[src/rtl/arbt_pkg.sv]
// Shared types and helpers for the grant-driven transfer stage.
// Latency: n/a (types and combinational helper only).
// Backpressure: n/a.
package arbt_pkg;

    localparam int NUM_SRC = 4;
    localparam int SRC_W   = 2;

    typedef enum logic [1:0] {
        IDLE = 2'd0,
        XFER = 2'd1,
        GAP  = 2'd2
    } state_t;

    typedef struct packed {
        logic             vld;    // exactly one bit set
        logic             multi;  // more than one bit set
        logic [SRC_W-1:0] idx;
    } onehot_t;

    function automatic onehot_t onehot_to_idx(input logic [NUM_SRC-1:0] v);
        onehot_t r;
        int      n;
        r = '0;
        n = 0;
        for (int i = NUM_SRC - 1; i >= 0; i--) begin
            if (v[i]) begin
                r.idx = SRC_W'(i);
                n++;
            end
        end
        r.vld   = (n == 1);
        r.multi = (n > 1);
        return r;
    endfunction

endpackage

[src/rtl/xfer_out_reg.sv]
// Registered valid/ready output stage carrying data, last flag and source index.
// Latency: one cycle from load to m_vld.
// Backpressure: ld_rdy = ~m_vld | m_rdy, so a held beat blocks new loads.
module xfer_out_reg #(
    parameter int DW    = 32,
    parameter int SRC_W = 2
) (
    input  logic             clk,
    input  logic             rst,
    input  logic             ld,
    input  logic [DW-1:0]    ld_data,
    input  logic             ld_last,
    input  logic [SRC_W-1:0] ld_src,
    output logic             ld_rdy,
    output logic             m_vld,
    output logic [DW-1:0]    m_data,
    output logic             m_last,
    output logic [SRC_W-1:0] m_src,
    input  logic             m_rdy
);

    assign ld_rdy = ~m_vld | m_rdy;

    always_ff @(posedge clk or posedge rst) begin
        if (rst) begin
            m_vld  <= 1'b0;
            m_data <= '0;
            m_last <= 1'b0;
            m_src  <= '0;
        end else if (ld) begin
            m_vld  <= 1'b1;
            m_data <= ld_data;
            m_last <= ld_last;
            m_src  <= ld_src;
        end else if (m_rdy) begin
            m_vld  <= 1'b0;
        end
    end

endmodule

[src/rtl/gnt_xfer_mux.sv]
// Locks onto the arbiter-granted source and forwards its burst until last or the beat cap.
// Latency: grant -> XFER next cycle; each accepted beat appears on m_vld one cycle later.
// Backpressure: src_rdy[sel] follows output-register space; later grants are ignored while busy.
module gnt_xfer_mux
    import arbt_pkg::*;
#(
    parameter int DW        = 32,
    parameter int BURST_MAX = 16
) (
    input  logic                 clk,
    input  logic                 rst,
    input  logic [NUM_SRC-1:0]   src_vld,
    input  logic [NUM_SRC*DW-1:0] src_data,
    input  logic [NUM_SRC-1:0]   src_last,
    output logic [NUM_SRC-1:0]   src_rdy,
    output logic [NUM_SRC-1:0]   req,
    input  logic [NUM_SRC-1:0]   gnt,
    output logic                 m_vld,
    output logic [DW-1:0]        m_data,
    output logic                 m_last,
    output logic [SRC_W-1:0]     m_src,
    input  logic                 m_rdy,
    output logic                 busy,
    output logic                 err
);

    localparam int CNT_W = $clog2(BURST_MAX + 1);

    state_t           state, state_nxt;
    logic [SRC_W-1:0] sel;
    logic [CNT_W-1:0] beat_cnt;
    onehot_t          gnt_dec;
    logic             space;
    logic             acc;
    logic             fin;
    logic [DW-1:0]    sel_data;

    assign gnt_dec  = onehot_to_idx(gnt);
    assign busy     = (state != IDLE);
    assign req      = src_vld & {NUM_SRC{~busy}};
    assign sel_data = src_data[int'(sel)*DW +: DW];
    assign acc      = (state == XFER) & src_vld[sel] & space;
    // Cap hit on the beat that brings the count to BURST_MAX.
    assign fin      = src_last[sel] | (beat_cnt == CNT_W'(BURST_MAX - 1));

    always_comb begin
        src_rdy = '0;
        if (state == XFER) src_rdy[sel] = space;
    end

    always_ff @(posedge clk or posedge rst) begin
        if (rst) state <= IDLE;
        else     state <= state_nxt;
    end

    always_comb begin
        state_nxt = state;
        case (state)
            IDLE:    if (gnt_dec.vld) state_nxt = XFER;
            XFER:    if (acc && fin) state_nxt = GAP;
            GAP:     state_nxt = IDLE;
            default: state_nxt = IDLE;
        endcase
    end

    always_ff @(posedge clk or posedge rst) begin
        if (rst) begin
            sel      <= '0;
            beat_cnt <= '0;
            err      <= 1'b0;
        end else begin
            err <= (state == IDLE) & gnt_dec.multi;
            if (state == IDLE && gnt_dec.vld) begin
                sel      <= gnt_dec.idx;
                beat_cnt <= '0;
            end else if (acc) begin
                // Wrap on the final beat so the count stays below BURST_MAX.
                beat_cnt <= fin ? '0 : beat_cnt + CNT_W'(1);
            end
        end
    end

    xfer_out_reg #(
        .DW    (DW),
        .SRC_W (SRC_W)
    ) u_out (
        .clk     (clk),
        .rst     (rst),
        .ld      (acc),
        .ld_data (sel_data),
        .ld_last (fin),
        .ld_src  (sel),
        .ld_rdy  (space),
        .m_vld   (m_vld),
        .m_data  (m_data),
        .m_last  (m_last),
        .m_src   (m_src),
        .m_rdy   (m_rdy)
    );

endmodule
[config.mk]
export PLATFORM = sky130hd
export DESIGN_NAME = gnt_xfer_mux
export DESIGN_NICKNAME = d
export VERILOG_FILES = /design/src/rtl/arbt_pkg.sv /design/src/rtl/xfer_out_reg.sv /design/src/rtl/gnt_xfer_mux.sv
export SDC_FILE = /design/constraint.sdc
export NUM_CORES = 1
export LEC_CHECK = 0
export BUFFER_PORTS_ARGS = -buffer_cell sky130_fd_sc_hd__buf_2
export CORE_MARGIN = 4
export CORE_UTILIZATION = 43
export CTS_CLUSTER_DIAMETER = 150
export DETAILED_ROUTE_END_ITERATION = 16
export GPL_TIMING_DRIVEN = 0
export MAX_ROUTING_LAYER = met4
export PLACE_DENSITY = 0.79
export SETUP_SLACK_MARGIN = 0.1
export SLEW_MARGIN = 20
export SYNTH_ARGS = -nofsm -noshare
export SYNTH_HDL_FRONTEND = slang
export SYNTH_SLANG_ARGS = --single-unit
[constraint.sdc]
create_clock -name clk -period 2.24 [get_ports clk]
set_input_delay 0.112 -clock clk [delete_from_list [all_inputs] [get_ports clk]]
set_output_delay 0.112 -clock clk [all_outputs]
set_load 0.005 [all_outputs]
Word-level counts from Yosys, hierarchy flattened --
Cells that the tools add are included.
Word-level totals: flip-flop bits (word level) 46, bits in latches 0, bits in writable memories 0, bits in read-only memories 0, bits of input ports 143, output and inout bits 46, logic and storage cells 61, memories 0
Operators by class: add/sub/neg operators 4, multipliers 0, div/mod/pow operators 0, magnitude comparators 3, eq/ne operators 5, shifts and indexed selects 1, multiplexer cells 23, bitwise operators 9, reduce and logical (&&, ||, !) cells 8
Operators by type and width (count):
- 128-bit by 8-bit indexed part select with 32-bit output | 1
- 32-bit by 2-bit adder with 32-bit output (second input constant) | 3
- 32-bit two-way mux | 3
- 32-bit by 2-bit == test with 1-bit output (second input constant) | 1
- 32-bit by 2-bit greater-than comparator with 1-bit output (second input constant) | 1
- 5-bit two-way mux | 3
- 2-bit two-way mux | 6
- 4-bit AND | 2
- 1-bit two-way mux | 6
- 2-bit nonzero test | 3
- 5-bit by 1-bit adder with 5-bit output (second input constant) | 1
- 5-bit by 4-bit == test with 1-bit output (second input constant) | 1
- 1-bit binary-select mux with 2-bit select | 2
- 4-bit two-way mux | 1
- 2-bit case mux with 2 select lines | 1
- 1-bit AND | 3
- 1-bit logical AND | 3
- 2-bit by 3-bit less-than comparator with 1-bit output (second input constant) | 1
- 1-bit demux with 2-bit select | 1
- 2-bit by 1-bit == test with 1-bit output (second input constant) | 1
- 2-bit by 1-bit greater-or-equal comparator with 1-bit output (second input constant) | 1
- 2-bit logical NOT | 1
- 2-bit by 1-bit != test with 1-bit output (second input constant) | 1
- 2-bit != test (second input constant) | 1
- other kinds (3) | 5

Logic depth before layout (Yosys ltp) --
depth after elaboration 10, depth in mapped cells 7, mapped depth without buffers 6

By module --
Synthesis repeated with hierarchy kept, for this count alone.
Second synthesis, totals: cell total of the unflattened synthesis 203, area total of the unflattened synthesis 3086.7 um^2
By module, submodules not included:
- gnt_xfer_mux | times used 1, cells an instance 125, area each 1595.3 um^2
- xfer_out_reg | times used 1, cells an instance 78, area each 1491.4 um^2

Least setup slack after synthesis --
Ideal clock, no wire load.
kind reg-to-reg, start register sel[0], end register u_out.m_data[19], setup time 0.125 ns, arrival time 1.660 ns, slack 0.455 ns, stages on the path, launching flop included 7, buffers on the path 3, clock period less this slack 1.785 ns, cells stage by stage dfrtp_1 > buf_6 > mux4_2 > nand3_4 > buf_6 > buf_12 > mux2_2
On the way: cells in the longest elaborated chain, start to end 4, elaborated cells between the ends (all ways) 5, those cells by class shift (1); mux (2); bitwise (2)
RTL lines:
- from (decl) | line gnt_xfer_mux.sv:30 | logic [SRC_W-1:0] sel;
- from (signal assigned) | line gnt_xfer_mux.sv:74 | sel <= gnt_dec.idx;
- parallel branches: the longest is 4 deep, another holds 128-bit by 8-bit indexed part select with 32-bit output
- to (signal assigned) | line xfer_out_reg.sv:32 | m_data <= ld_data;
- to (decl) | line xfer_out_reg.sv:16 | output logic [DW-1:0] m_data,
Several ways; the timed one is not identified. The select of a mux whose other input is x is not followed. A chain may end at the register's enable or synchronous reset.

Worst setup path in the final report --
start register sel[0], end register u_out.m_data[0]
The elaborated chain is that of the path after synthesis.

==> metrics.md <==
| Metric | Value |
|---|---|
| Outcome | `finished clean` |
| Boundary Pins | `about 190` |
| Post-Syn Area | `~2900 sq um` |
| Layout Nets | `approximately 540` |
| Final setup violation count | `0` |
| Final worst setup slack | `0.2976 ns` |
| Vias per cell | `~5.2` |
| Endpoints failing hold | `0` |
| Area of the die | `just over 8000 sq um` |
| Synth cell count leaders | `dfrtp_1 (46), mux2_2 (36), mux4_2 (34), ha_1 (7), inv_1 (7)` |
| Mux contribution to synthesized area | `between 40% and 50%` |
| Setup TNS | `0 ns` |
| Tmin final | `roughly 2 ns` |
| Max Slew Vio Count | `0` |
| Gpl congestion | `roughly 0.79` |
| Post-Synth Adder-Cell Area | `3.016%` |
| Post-synthesis xor/xnor area fraction | `between 1 and 1.5%` |
| Crit Path Category | `register to register` |
| Worst-margin pin slew | `around 0.6 ns` |
| Mapped Avg Cell Area | `approximately 15 sq um` |
| Area of the core | `~6500 sq um` |
| Simple logic cell fraction of the synthesized area | `7.195%` |
| Largest family of logic cells by synthesized area | `multiplexers` |
| Synth unique cells | `37` |
| Worst setup SP type | `register` |
| Post-CTS setup buffers | `0` |
| Pre-CTS WS | `about 0.18 ns` |
| Synth Area in Compound Gates | `2.844%` |
| Starting DRT DRC Count | `39` |
| Peak supply drop | `603.3 uV` |
| Post-synth top area cell | `dfrtp_1` |
| CTS tree | `done` |
| Area Growth Syn to Fin | `39.08%` |
| Initial Util | `44.96%` |
| Post-Syn Nets | `between 300 and 400` |
| Hold Crit Class | `input pin to register` |
| Port Buffer Count | `about 190` |
| Main synth FF type | `dfrtp_1` |
| Die Height | `roughly 90 microns` |
| Global-route wire length before repair | `about 12000 microns` |
| Async SR Flop Fraction | `between 90% and 100%` |
| CTS buffer count | `5` |
| Period utilization | `between 80 and 90%` |
| Synthesized instance count | `between 150 and 200` |
| CTS max path bufs | `2` |
| Total wire length | `roughly 8000 microns` |
| Clock-pin slew on the worst setup and hold paths | `~0.08 ns` |
| Global route total overflow | `0` |
| Share of layout cells above drive strength 1 | `around 71%` |
| Via Count | `between 2k and 2.5k` |
| Pwr/cell area | `1140 nW/um^2` |
| Crit path DAT | `around 2.1 ns` |
| Crit-path max FO | `10` |
| Largest net degree at the start of global routing | `31` |
| Crit-path leading delay family | `multiplexers` |
| Post-DP HPWL | `roughly 6500 microns` |
| Routed len/inst | `between 15 and 20 microns` |
| Slowest stage delay, CP | `~0.55 ns` |
| Max Freq | `roughly 500 MHz` |
| Count leader, synth | `dfrtp_1` |
| Max Cap Viol | `0` |
| Antenna Cells | `0` |
| Slew HR | `between 60% and 70%` |
| Crit-path cells | `buf_6 > buf_6 > buf_2 > mux4_2 > mux2_2` |
| Seq/Total Area, Yosys | `39.64%` |
| Leak | `~2.0 nW` |
| Required @ worst endpoint | `between 2 and 2.5 ns` |
| Antenna-violating nets left | `0` |
| Root Buffer Master | `clkbuf_8` |
| Antenna violations before repair | `0` |
| Number of global-route vias before repair | `2669` |
| Chip Width | `90.18 microns` |
| RSZ-0062 raised after global routing | `false` |
| GRT Total Usage | `19.52%` |
| DR DRC count | `0` |
| Detailed Routing Iterations Pass 1 | `4` |
| FP Rows | `29` |
| Clock skew | `approximately 0.0045 ns` |
| CP bufs+invs | `3` |
| Clk Latency, worst-skew pair | `approximately 0.28 ns` |
| CTS sink cnt | `46` |
| Number of synthesized flops with an enable pin | `0` |
| CP max stage cell | `mux4_2` |
| Synth top area cells | `dfrtp_1 (40%), mux4_2 (26%), mux2_2 (14%)` |
| Synthesis-stage register bit count | `between 40 and 50` |
| CP most frequent cell | `buf_6` |
| Endpoint class of the critical path | `register` |
| Synth top area share | `about two fifths` |
| Warnings from Yosys | `0` |
| H-Tree Depth | `2` |
[power breakdown]
part / switching [mW] / internal (mW) / total (mW)
registers: 0.199 / 1.24 / 1.44
logic: 1.13 / 1.56 / 2.69
clock network: 0.256 / 0.215 / 0.471
[sequential cells by signal, indices dropped and copies added, names as in the netlist]
register / cells
u_out.m_data: 32
sel: 2
u_out.m_vld: 1
u_out.m_src: 2
err: 1
state: 2
beat_cnt: 5
u_out.m_last: 1
[placed cells by master, fill, tap and decap left out, drive strengths merged, types with 2 or more instances in the layout]
| master | count |
|---|---|
| nor3b | 3 |
| xor2 | 3 |
| ha | 7 |
| a21oi | 2 |
| dfrtp | 46 |
| mux2i | 3 |
| and3 | 2 |
| and2 | 4 |
| nand2b | 2 |
| buf | 199 |
| nor2 | 6 |
| nand4 | 2 |
| nand2 | 5 |
| mux4 | 34 |
| clkbuf | 10 |
| nor3 | 6 |
| nor2b | 2 |
| inv | 7 |
| mux2 | 36 |
[layout make-up]
cell class                 count  area, sq um
inverter                       7        26.28
clock buffer                   7        76.32
sequential                    46         1151
fill                         552         2420
tap                           77        96.34
buffer                        15        112.6
multi-input combinational    129         1615
timing repair buffer         188        960.9
[through the flow]
| stage | power, mW | utilization [%] | cells | hold slack [ns] | instance area (sq um) |
|---|---|---|---|---|---|
| after CTS | 4.692 | 62.51 | 469 | 0.1123 | 4038 |
| after global placement | 4.097 | 60.87 | 460 | 0.4252 | 3931 |
| after floorplan | 3.307 | - | 197 | 0.3343 | 2904 |
| final | 4.603 | 62.53 | 469 | 0.1334 | 4039 |
| after global routing | 4.958 | 62.53 | 469 | 0.1475 | 4039 |
| after detailed placement | 4.211 | 61.18 | 461 | 0.1302 | 3951 |
[logic make-up (layout without fill, tap and decap cells)]
logic type / count (synthesis) / count (layout)
AND/OR/NAND/NOR: 35 / 35
AO/OA/AOI/OAI: 10 / 10
buffers and inverters: 22 / 217
multiplexers: 73 / 73
XOR/XNOR: 4 / 4
flip-flops: 46 / 46
adder cells (fa/ha/maj): 7 / 7
[worst reg2reg max path: cells and delay by family (launching register included)]
kind	cells	cell delay, ns
flops	1	0.35
buf+inv	3	0.64
mux	2	0.84
[metal layers]
| layer | up-vias | wire [microns] | GRT usage (%) |
|---|---|---|---|
| met5 | - | 0 | - |
| met2 | 109 | 4342 | 36.53 |
| met3 | 4 | 566 | 5.008 |
| met1 | 1200 | 2861 | 20.27 |
| li1 | 1148 | - | - |
| met4 | 0 | 51 | 5.102 |
[path summary, 6_finish.rpt]
| path | cells past startpoint | from | to | slack [ns] |
|---|---|---|---|---|
| worst max-delay path | 5 | sel[0] | u_out.m_data[0] | 0.30 |
| worst min-delay path | 3 | gnt[0] | err | 0.13 |
| worst max register to register | 5 | sel[0] | u_out.m_data[0] | 0.30 |
| worst min register to register | 1 | u_out.m_last | u_out.m_last | 0.50 |
| max in group asynchronous | 4 | rst | u_out.m_data[2] | 1.38 |
| min in group asynchronous | 3 | rst | u_out.m_data[26] | 0.37 |
[what timing repair did]
action                                 in CTS  in global routing
setup endpoints to repair                   0                  1
resized for setup                           0                  2
endpoints found under the hold margin      16                  0
hold buffers                                1                  0
(Power assumes the default switching activity.)
